## src/rtl/lsu_pkg.sv

```systemverilog
// lsu_pkg: size encodings, FSM states and lane-datapath width shared by the LSU memory initiator.
// `LSU_MISALIGN_EN selects a 64-bit (two-word) lane datapath; otherwise it is one word wide.
package lsu_pkg;
  localparam logic [1:0] SZ_B = 2'd0;
  localparam logic [1:0] SZ_H = 2'd1;
  localparam logic [1:0] SZ_W = 2'd2;
  localparam logic [1:0] SZ_ILL = 2'd3;
`ifdef LSU_MISALIGN_EN
  localparam int LW = 64;
`else
  localparam int LW = 32;
`endif
  localparam int MW = LW / 8;
  typedef enum logic [1:0] {IDLE, LO, HI, RESP} state_t;
endpackage

```

## src/rtl/lsu_align.sv

```systemverilog
// lsu_align: combinational byte-lane alignment: store strobes/data and extended load data.
// Ports: off_i byte offset, size_i access size, uns_i zero-extend, wdata_i right-aligned store data,
// rdata_i captured words {hi,lo} (lo only without `LSU_MISALIGN_EN), mask_o strobes, sdata_o lane data,
// ldata_o extended load result.
module lsu_align
  import lsu_pkg::*;
(
  input  logic [1:0]    off_i,
  input  logic [1:0]    size_i,
  input  logic          uns_i,
  input  logic [31:0]   wdata_i,
  input  logic [LW-1:0] rdata_i,
  output logic [MW-1:0] mask_o,
  output logic [LW-1:0] sdata_o,
  output logic [31:0]   ldata_o
);
  logic [3:0]  base;
  logic [5:0]  sh;
  logic [31:0] raw;
  always_comb begin
    base = size_i == SZ_B ? 4'h1 : size_i == SZ_H ? 4'h3 : 4'hF;
    sh = {1'b0, off_i, 3'b000};
    mask_o = MW'({4'b0000, base} << off_i);
    sdata_o = LW'({32'b0, wdata_i} << sh);
    raw = 32'(rdata_i >> sh);
    ldata_o = size_i == SZ_B ? {{24{~uns_i & raw[7]}}, raw[7:0]} :
              size_i == SZ_H ? {{16{~uns_i & raw[15]}}, raw[15:0]} : raw;
  end
endmodule

```

## src/rtl/lsu_mem_initiator.sv

```systemverilog
// lsu_mem_initiator: LSU byte/half/word requests to word-aligned memory accesses with strobes and extension.
// Ports: clock/reset (sync, active-high); req_* request handshake; resp_* response handshake;
// mem_* data-side memory port (mem_rdata combinational). `LSU_MISALIGN_EN enables word-crossing splits.
module lsu_mem_initiator
  import lsu_pkg::*;
(
  input  logic        clock,
  input  logic        reset,
  input  logic        req_valid,
  output logic        req_ready,
  input  logic        req_wr,
  input  logic [31:0] req_addr,
  input  logic [1:0]  req_size,
  input  logic        req_unsigned,
  input  logic [31:0] req_wdata,
  output logic        resp_valid,
  input  logic        resp_ready,
  output logic [31:0] resp_rdata,
  output logic        resp_err,
  output logic        mem_en,
  output logic        mem_wr,
  output logic [31:0] mem_addr,
  output logic [31:0] mem_wdata,
  output logic [3:0]  mem_wstrb,
  input  logic [31:0] mem_rdata
);
  state_t state_q, state_d;
  logic wr_q, uns_q, err_q, illegal;
  logic [1:0] size_q;
  logic [31:0] addr_q, wdata_q, lo_q, ldata;
  logic [MW-1:0] mask;
  logic [LW-1:0] sdata;
`ifdef LSU_MISALIGN_EN
  logic [31:0] hi_q;
  logic cross;
  assign illegal = req_size == SZ_ILL;
  assign cross = ({1'b0, addr_q[1:0]} + (3'd1 << size_q)) > 3'd4;
`else
  assign illegal = req_size == SZ_ILL || (req_size == SZ_H && req_addr[0]) ||
                   (req_size == SZ_W && req_addr[1:0] != 2'b00);
`endif
  lsu_align u_align (
    .off_i(addr_q[1:0]),
    .size_i(size_q),
    .uns_i(uns_q),
    .wdata_i(wdata_q),
`ifdef LSU_MISALIGN_EN
    .rdata_i({hi_q, lo_q}),
`else
    .rdata_i(lo_q),
`endif
    .mask_o(mask),
    .sdata_o(sdata),
    .ldata_o(ldata)
  );
  assign resp_err = state_q == RESP && err_q;
  assign resp_rdata = state_q == RESP && !err_q && !wr_q ? ldata : 32'b0;
  always_ff @(posedge clock) state_q <= reset ? IDLE : state_d;
  always_comb begin
    state_d = state_q;
    req_ready = 1'b0;
    resp_valid = 1'b0;
    mem_en = 1'b0;
    mem_wr = 1'b0;
    mem_addr = 32'b0;
    mem_wdata = 32'b0;
    mem_wstrb = 4'b0;
    case (state_q)
      IDLE: begin
        req_ready = 1'b1;
        if (req_valid) state_d = illegal ? RESP : LO;
      end
      LO: begin
        mem_en = 1'b1;
        mem_wr = wr_q;
        mem_addr = {addr_q[31:2], 2'b00};
        mem_wdata = sdata[31:0];
        mem_wstrb = wr_q ? mask[3:0] : 4'b0;
`ifdef LSU_MISALIGN_EN
        state_d = cross ? HI : RESP;
`else
        state_d = RESP;
`endif
      end
`ifdef LSU_MISALIGN_EN
      HI: begin
        mem_en = 1'b1;
        mem_wr = wr_q;
        mem_addr = {addr_q[31:2], 2'b00} + 32'd4;
        mem_wdata = sdata[63:32];
        mem_wstrb = wr_q ? mask[7:4] : 4'b0;
        state_d = RESP;
      end
`endif
      RESP: begin
        resp_valid = 1'b1;
        if (resp_ready) state_d = IDLE;
      end
      default: state_d = IDLE;
    endcase
  end
  always_ff @(posedge clock) begin
    if (reset) begin
      wr_q <= 1'b0;
      uns_q <= 1'b0;
      err_q <= 1'b0;
      size_q <= 2'b0;
      addr_q <= 32'b0;
      wdata_q <= 32'b0;
      lo_q <= 32'b0;
`ifdef LSU_MISALIGN_EN
      hi_q <= 32'b0;
`endif
    end else if (state_q == IDLE && req_valid) begin
      wr_q <= req_wr;
      uns_q <= req_unsigned;
      err_q <= illegal;
      size_q <= req_size;
      addr_q <= req_addr;
      wdata_q <= req_wdata;
      lo_q <= 32'b0;
`ifdef LSU_MISALIGN_EN
      hi_q <= 32'b0;
`endif
    end else if (state_q == LO) begin
      lo_q <= mem_rdata;
`ifdef LSU_MISALIGN_EN
    end else if (state_q == HI) begin
      hi_q <= mem_rdata;
`endif
    end
  end
endmodule

```

## config.mk

```make
export PLATFORM = sky130hd
export DESIGN_NAME = lsu_mem_initiator
export DESIGN_NICKNAME = d
export VERILOG_FILES = /design/src/rtl/lsu_pkg.sv /design/src/rtl/lsu_align.sv /design/src/rtl/lsu_mem_initiator.sv
export SDC_FILE = /design/constraint.sdc
export NUM_CORES = 1
export LEC_CHECK = 0
export ABC_AREA = 0
export CAP_MARGIN = 20
export CELL_PAD_IN_SITES_DETAIL_PLACEMENT = 0
export CELL_PAD_IN_SITES_GLOBAL_PLACEMENT = 1
export CORE_UTILIZATION = 28
export CTS_CLUSTER_SIZE = 20
export DETAILED_ROUTE_END_ITERATION = 10
export GPL_ROUTABILITY_DRIVEN = 1
export PLACE_DENSITY = 0.87
export SETUP_SLACK_MARGIN = 0.3
export SYNTH_ARGS = -nofsm -noshare
export SYNTH_HDL_FRONTEND = slang
export SYNTH_SLANG_ARGS = --single-unit
```

## constraint.sdc

```tcl
create_clock -name clock -period 1.7 [get_ports clock]
set_input_delay 0.34 -clock clock [delete_from_list [all_inputs] [get_ports clock]]
set_output_delay 0.34 -clock clock [all_outputs]
set_load 0.03 [all_outputs]
```

# Word level (Yosys, flattened, before mapping)
# Cells that the tools add are included.
# classes
eq_ne	8
shifts	3
mux	17
bitwise_logic	3
n_reduce_logical	15
# ops
op	n
32-bit 2-to-1 mux	5
32-bit by 5-bit << shifter with 32-bit output	1
32-bit by 5-bit right shift with 32-bit output	1
4-bit 2-to-1 mux	4
2-bit by 1-bit == test with 1-bit output (second input constant)	3
2-bit == test (second input constant)	3
1-bit logical AND	6
2-bit 2-to-1 mux	3
2-bit case mux with 3 select lines	1
2-bit logical NOT	2
1-bit 2-to-1 mux	4
2-bit inequality test (second input constant)	2
4-bit by 2-bit << shifter with 4-bit output	1
1-bit AND	2
1-bit logical NOT	2
1-bit logical OR	2
2-bit AND reduction	1
2-bit nonzero test	1
2-bit OR reduction	1
1-bit NOT	1
# totals
register_bits	103
input_bits	104

# Depth between registers and ports, before layout
# logic_depth
word_depth	7
mapped_depth	6
depth_no_buf	5

# By module
# A second synthesis with hierarchy kept.
# unflattened
cells_unflattened	623
area_unflattened_um2	5429.0
# modules_own_cells
mod	n_inst	cells_each	area_per_inst_um2
lsu_mem_initiator	1	420	4005.1
lsu_align	1	203	1423.9

# Worst setup path before layout
# No wires, ideal clock.
# synth_timing
path_type	flip-flop to output port
from	register addr_q[1]
to	output mem_wdata[24]
t_arrival_ns	1.755
setup_slack_ns	-0.395
stages_incl_launch_ff	6
path_cell_list	dfxtp_1 -> buf_2 -> buf_2 -> buf_2 -> a211oi_1 -> a211oi_1
# synth_via
elab_chain_cells	2
# synth_rtl
element	line	source
from (decl)	lsu_mem_initiator.sv:30	logic [31:0] addr_q, wdata_q, lo_q, ldata;
from (signal assigned)	lsu_mem_initiator.sv:119	addr_q <= req_addr;
32-bit by 5-bit << shifter with 32-bit output	lsu_align.sv:24	sdata_o = LW'({32'b0, wdata_i} << sh);
32-bit 2-to-1 mux	lsu_mem_initiator.sv:68	case (state_q)
to (decl)	lsu_mem_initiator.sv:23	output logic [31:0] mem_wdata,
# No other way between the ends.

# Final worst setup path
# layout_timing
from	register uns_q
to	output resp_rdata[25]
# layout_via
elab_chain_cells	5
elab_cells_between_ends	6
cone_classes	3 x mux; 3 x bitwise
# layout_rtl
element	line	source
from (decl)	lsu_mem_initiator.sv:28	logic wr_q, uns_q, err_q, illegal;
from (signal assigned)	lsu_mem_initiator.sv:116	uns_q <= req_unsigned;
1-bit NOT *	lsu_align.sv:26, lsu_align.sv:27	
1-bit AND	lsu_align.sv:27	size_i == SZ_H ? {{16{~uns_i & raw[15]}}, raw[15:0]} : raw;
32-bit 2-to-1 mux	lsu_align.sv:27	
32-bit 2-to-1 mux *	lsu_align.sv:26	ldata_o = size_i == SZ_B ? {{24{~uns_i & raw[7]}}, raw[7:0]} :
32-bit 2-to-1 mux *	lsu_mem_initiator.sv:57	assign resp_rdata = state_q == RESP && !err_q && !wr_q ? ldata : 32'b0;
to (decl)	lsu_mem_initiator.sv:18	output logic [31:0] resp_rdata,
# Every way passes the cells marked *; elsewhere a longest branch is shown, timed or not.

==> flow_metrics.tcl <==
set metrics [dict create \
    outcome "finished, violations left" \
    violations "setup timing" \
    io_pins 209 \
    holdPathStages 2 \
    p_sw_frac 0.308 \
    drt-initial-drc-count 290 \
    cp-end-kind "primary output" \
    gp_congestion 0.828 \
    grt_max_degree 44 \
    switchingPower_w 0.00242 \
    die_w_um 135 \
    cts_buffers 9 \
    cts_max_level 3 \
    drive_gt1_frac 0.574 \
    synthFlopType "dfxtp_1" \
    grt.total_usage 0.228 \
    required_ns 1.36 \
    skew_ns 0.00763 \
    clk_pin_slew_ns 0.07 \
    clk_path_buf_depth 2 \
    cp_slowest_cell "or4_4" \
    ys_ff_latch 103 \
    path_cells "buf_6 -> or4_4 -> nor3_4 -> buf_12 -> buf_12 -> a21oi_2 -> nand2_4 -> buf_6" \
    root_buffer "clkbuf_16" \
    sequentialPowerShare 0.348 \
    holdPathEnd "lo_q[3]" \
    worstHoldStart "lo_q[3]" \
    ff2ff_setup_slack_ns -0.09 \
    drv_slew 0 \
    fin_crit_sh 1.38 \
    dp_hpwl_um 12400 \
    routed_wl_um 21900 \
    synth_top_cell_by_area "dfxtp_1" \
    setup_viol 158 \
    port_buffers 206 \
    synth_area_leaders "dfxtp_1 (42%), a22o_1 (12%), mux2i_1 (6.7%), nand2_1 (6.4%), a211oi_1 (5.8%)" \
    criticalPathCategory "reg2out" \
    overflow 0 \
    combPwrFrac 0.367 \
    hold_slack_ns 0.478 \
    hold_viol 0 \
    clk_latency_ns 0.36 \
    r2r_cells 11 \
    synthArstFlopShare 0 \
    powerDensity_mw_per_mm2 695 \
    ys_top_cells_by_count "dfxtp_1 (103), nand2_1 (84), a22o_1 (69), nor2_1 (51), a21oi_1 (49)" \
    antenna_found_initial 2 \
    die-area_mm2 0.0181 \
    grt_pass1_vias 5701 \
    maxCapViolations 0 \
    final_area_mm2 0.0113 \
    fp-row-count 48 \
    yosys.area.top_type_share 0.419 \
    hold_class "reg2reg" \
    routedWlPerCell_um 19.1 \
    postCtsHoldBufs 0 \
    fmax_mhz 426 \
    intPower_w 0.00544 \
    slowest_delay_ns 0.54 \
    detail-route-antenna-nets 0 \
    final_cells 1149 \
    cp_top_family "simple AND/OR/NAND/NOR gates" \
    clock_sinks 103 \
    dr.pass1.iters 4 \
    netlist_instances 578 \
    vias_per_cell 5.02 \
    core_mm2 0.0172 \
    post_dp_cell_area_mm2 0.00846 \
    path_max_fanout 8 \
    crit_buf_inv 4 \
    yosysWarnings 0 \
    start_util 0.285 \
    period_needed_ns 2.35 \
    start_kind "flip-flop" \
    cp-startpoint "uns_q" \
    syn_area_mm2 0.00492 \
    final_nets 1022 \
    yosysMostFrequentCell "dfxtp_1" \
    p_leak_nw 4.42 \
    cts_tree "yes" \
    die_h_um 135 \
    dpl_worst_slack_ns -0.489 \
    cp.arrival_ns 2.01 \
    syn_avg_cell_area_um2 8.51 \
    placed_cells 1049 \
    grt_pass1_wl_um 31500 \
    reg2reg_to "addr_q[8]" \
    vias 5763 \
    drc 0 \
    synth_seq_area_share 0.419 \
    r2r_start "state_q[1]" \
    synthDistinctLibCells 34 \
    ir_worst_vdd_mv 0.586 \
    fin_ws_ns -0.648 \
    synth_edf_count 0 \
    grt_setup_unrepaired "true" \
    areaGrowthSynthToFinish_pct 130 \
    p_clk_frac 0.285 \
]
==> power by group through the flow <==
stage / clock network (W) / logic (W) / registers [W]
6_report: 0.00224 / 0.00289 / 0.00274
5_1_grt: 0.00237 / 0.00303 / 0.00275
4_1_cts: 0.00227 / 0.00255 / 0.00272
3_5_place_dp: 0 / 0.00183 / 0.00277
3_3_place_gp: 0 / 0.00181 / 0.00277
2_1_floorplan: 0 / 0.00112 / 0.00275
==> tightest hold or removal path: cells and delay by family (launching register included) <==
| family | cells | cell delay [ns] |
|---|---|---|
| compound gates | 1 | 0.05 |
| flops | 1 | 0.31 |
| simple gates | 1 | 0.07 |
==> layout make-up <==
| cell class | instances | area, um2 |
|---|---|---|
| Fill cell | 1241 | 5930 |
| Timing Repair Buffer | 380 | 4650 |
| Multi-Input combinational cell | 421 | 3950 |
| Sequential cell | 103 | 2080 |
| Tap cell | 225 | 282 |
| Clock buffer | 12 | 267 |
| Clock inverter | 4 | 51.3 |
| Inverter | 3 | 21.3 |
| Antenna cell | 1 | 2.50 |
==> stage by stage <==
stage / util / setup TNS (ns) / total power (W)
final: 0.656 / -42.42 / 0.00786
after global placement: 0.491 / -18.94 / 0.00458
after global routing: 0.656 / -49.80 / 0.00815
after detailed placement: 0.491 / -20.70 / 0.00460
after floorplan: - / -1.08 / 0.00386
after CTS: 0.616 / -40.96 / 0.00754
==> routing by layer <==
layer  track usage  share of wire
met1         0.283           0.41
met2         0.376           0.49
met3        0.0616          0.069
met4        0.0893          0.028
met5             0        0.00055
==> logic make-up after synthesis <==
group           synth area share
flops                      0.419
simple gates               0.214
mux                       0.0672
xor+xnor                 0.00178
compound gates             0.247
other cells             0.000763
buf+inv                   0.0504
==> sequential cells by signal, indices dropped and copies added, names as in the netlist <==
register and cells:
lo_q 32, size_q 2, uns_q 1, addr_q 32
wr_q 1, wdata_q 32, state_q 2, err_q 1
==> placed cells by master (no fill, tap or decap), types with 7 or more instances in the layout <==
cell,netlist,layout
a211oi_2,0,16
a211oi_4,0,18
a21oi_2,1,37
a21oi_4,0,11
a22o_1,69,69
and2_4,0,40
buf_12,0,38
buf_16,0,17
buf_4,3,65
buf_6,1,137
buf_8,0,14
clkbuf_16,0,15
clkdlybuf4s50_1,0,103
dfxtp_1,103,96
mux2i_1,33,16
mux2i_2,0,10
mux2i_4,0,7
nand2_1,84,64
nand2_2,0,8
nand2_4,0,11
nor2_1,51,15
nor2_2,2,9
nor2_4,0,29
nor2b_4,0,10
nor3_1,12,9
==> how the worst max path moves through the flow <==
stage / endpoint / depth (start not counted) / slack [ns]
2_1_floorplan: resp_rdata[16] / 5 / -0.08
3_3_place_gp: resp_rdata[11] / 6 / -0.46
3_5_place_dp: resp_rdata[11] / 6 / -0.49
4_1_cts: resp_rdata[21] / 8 / -0.67
5_1_grt: resp_rdata[19] / 8 / -0.69
6_report: resp_rdata[25] / 8 / -0.65
==> timing repair <==
action | 4_1_cts | 5_1_grt
pin swaps | 106 | 74
setup buffers | 50 | 10
gates cloned | 17 | 6
gates resized for setup | 275 | 103
setup endpoints to repair | 177 | 204
Note: power is estimated with default switching activity, not from simulation.
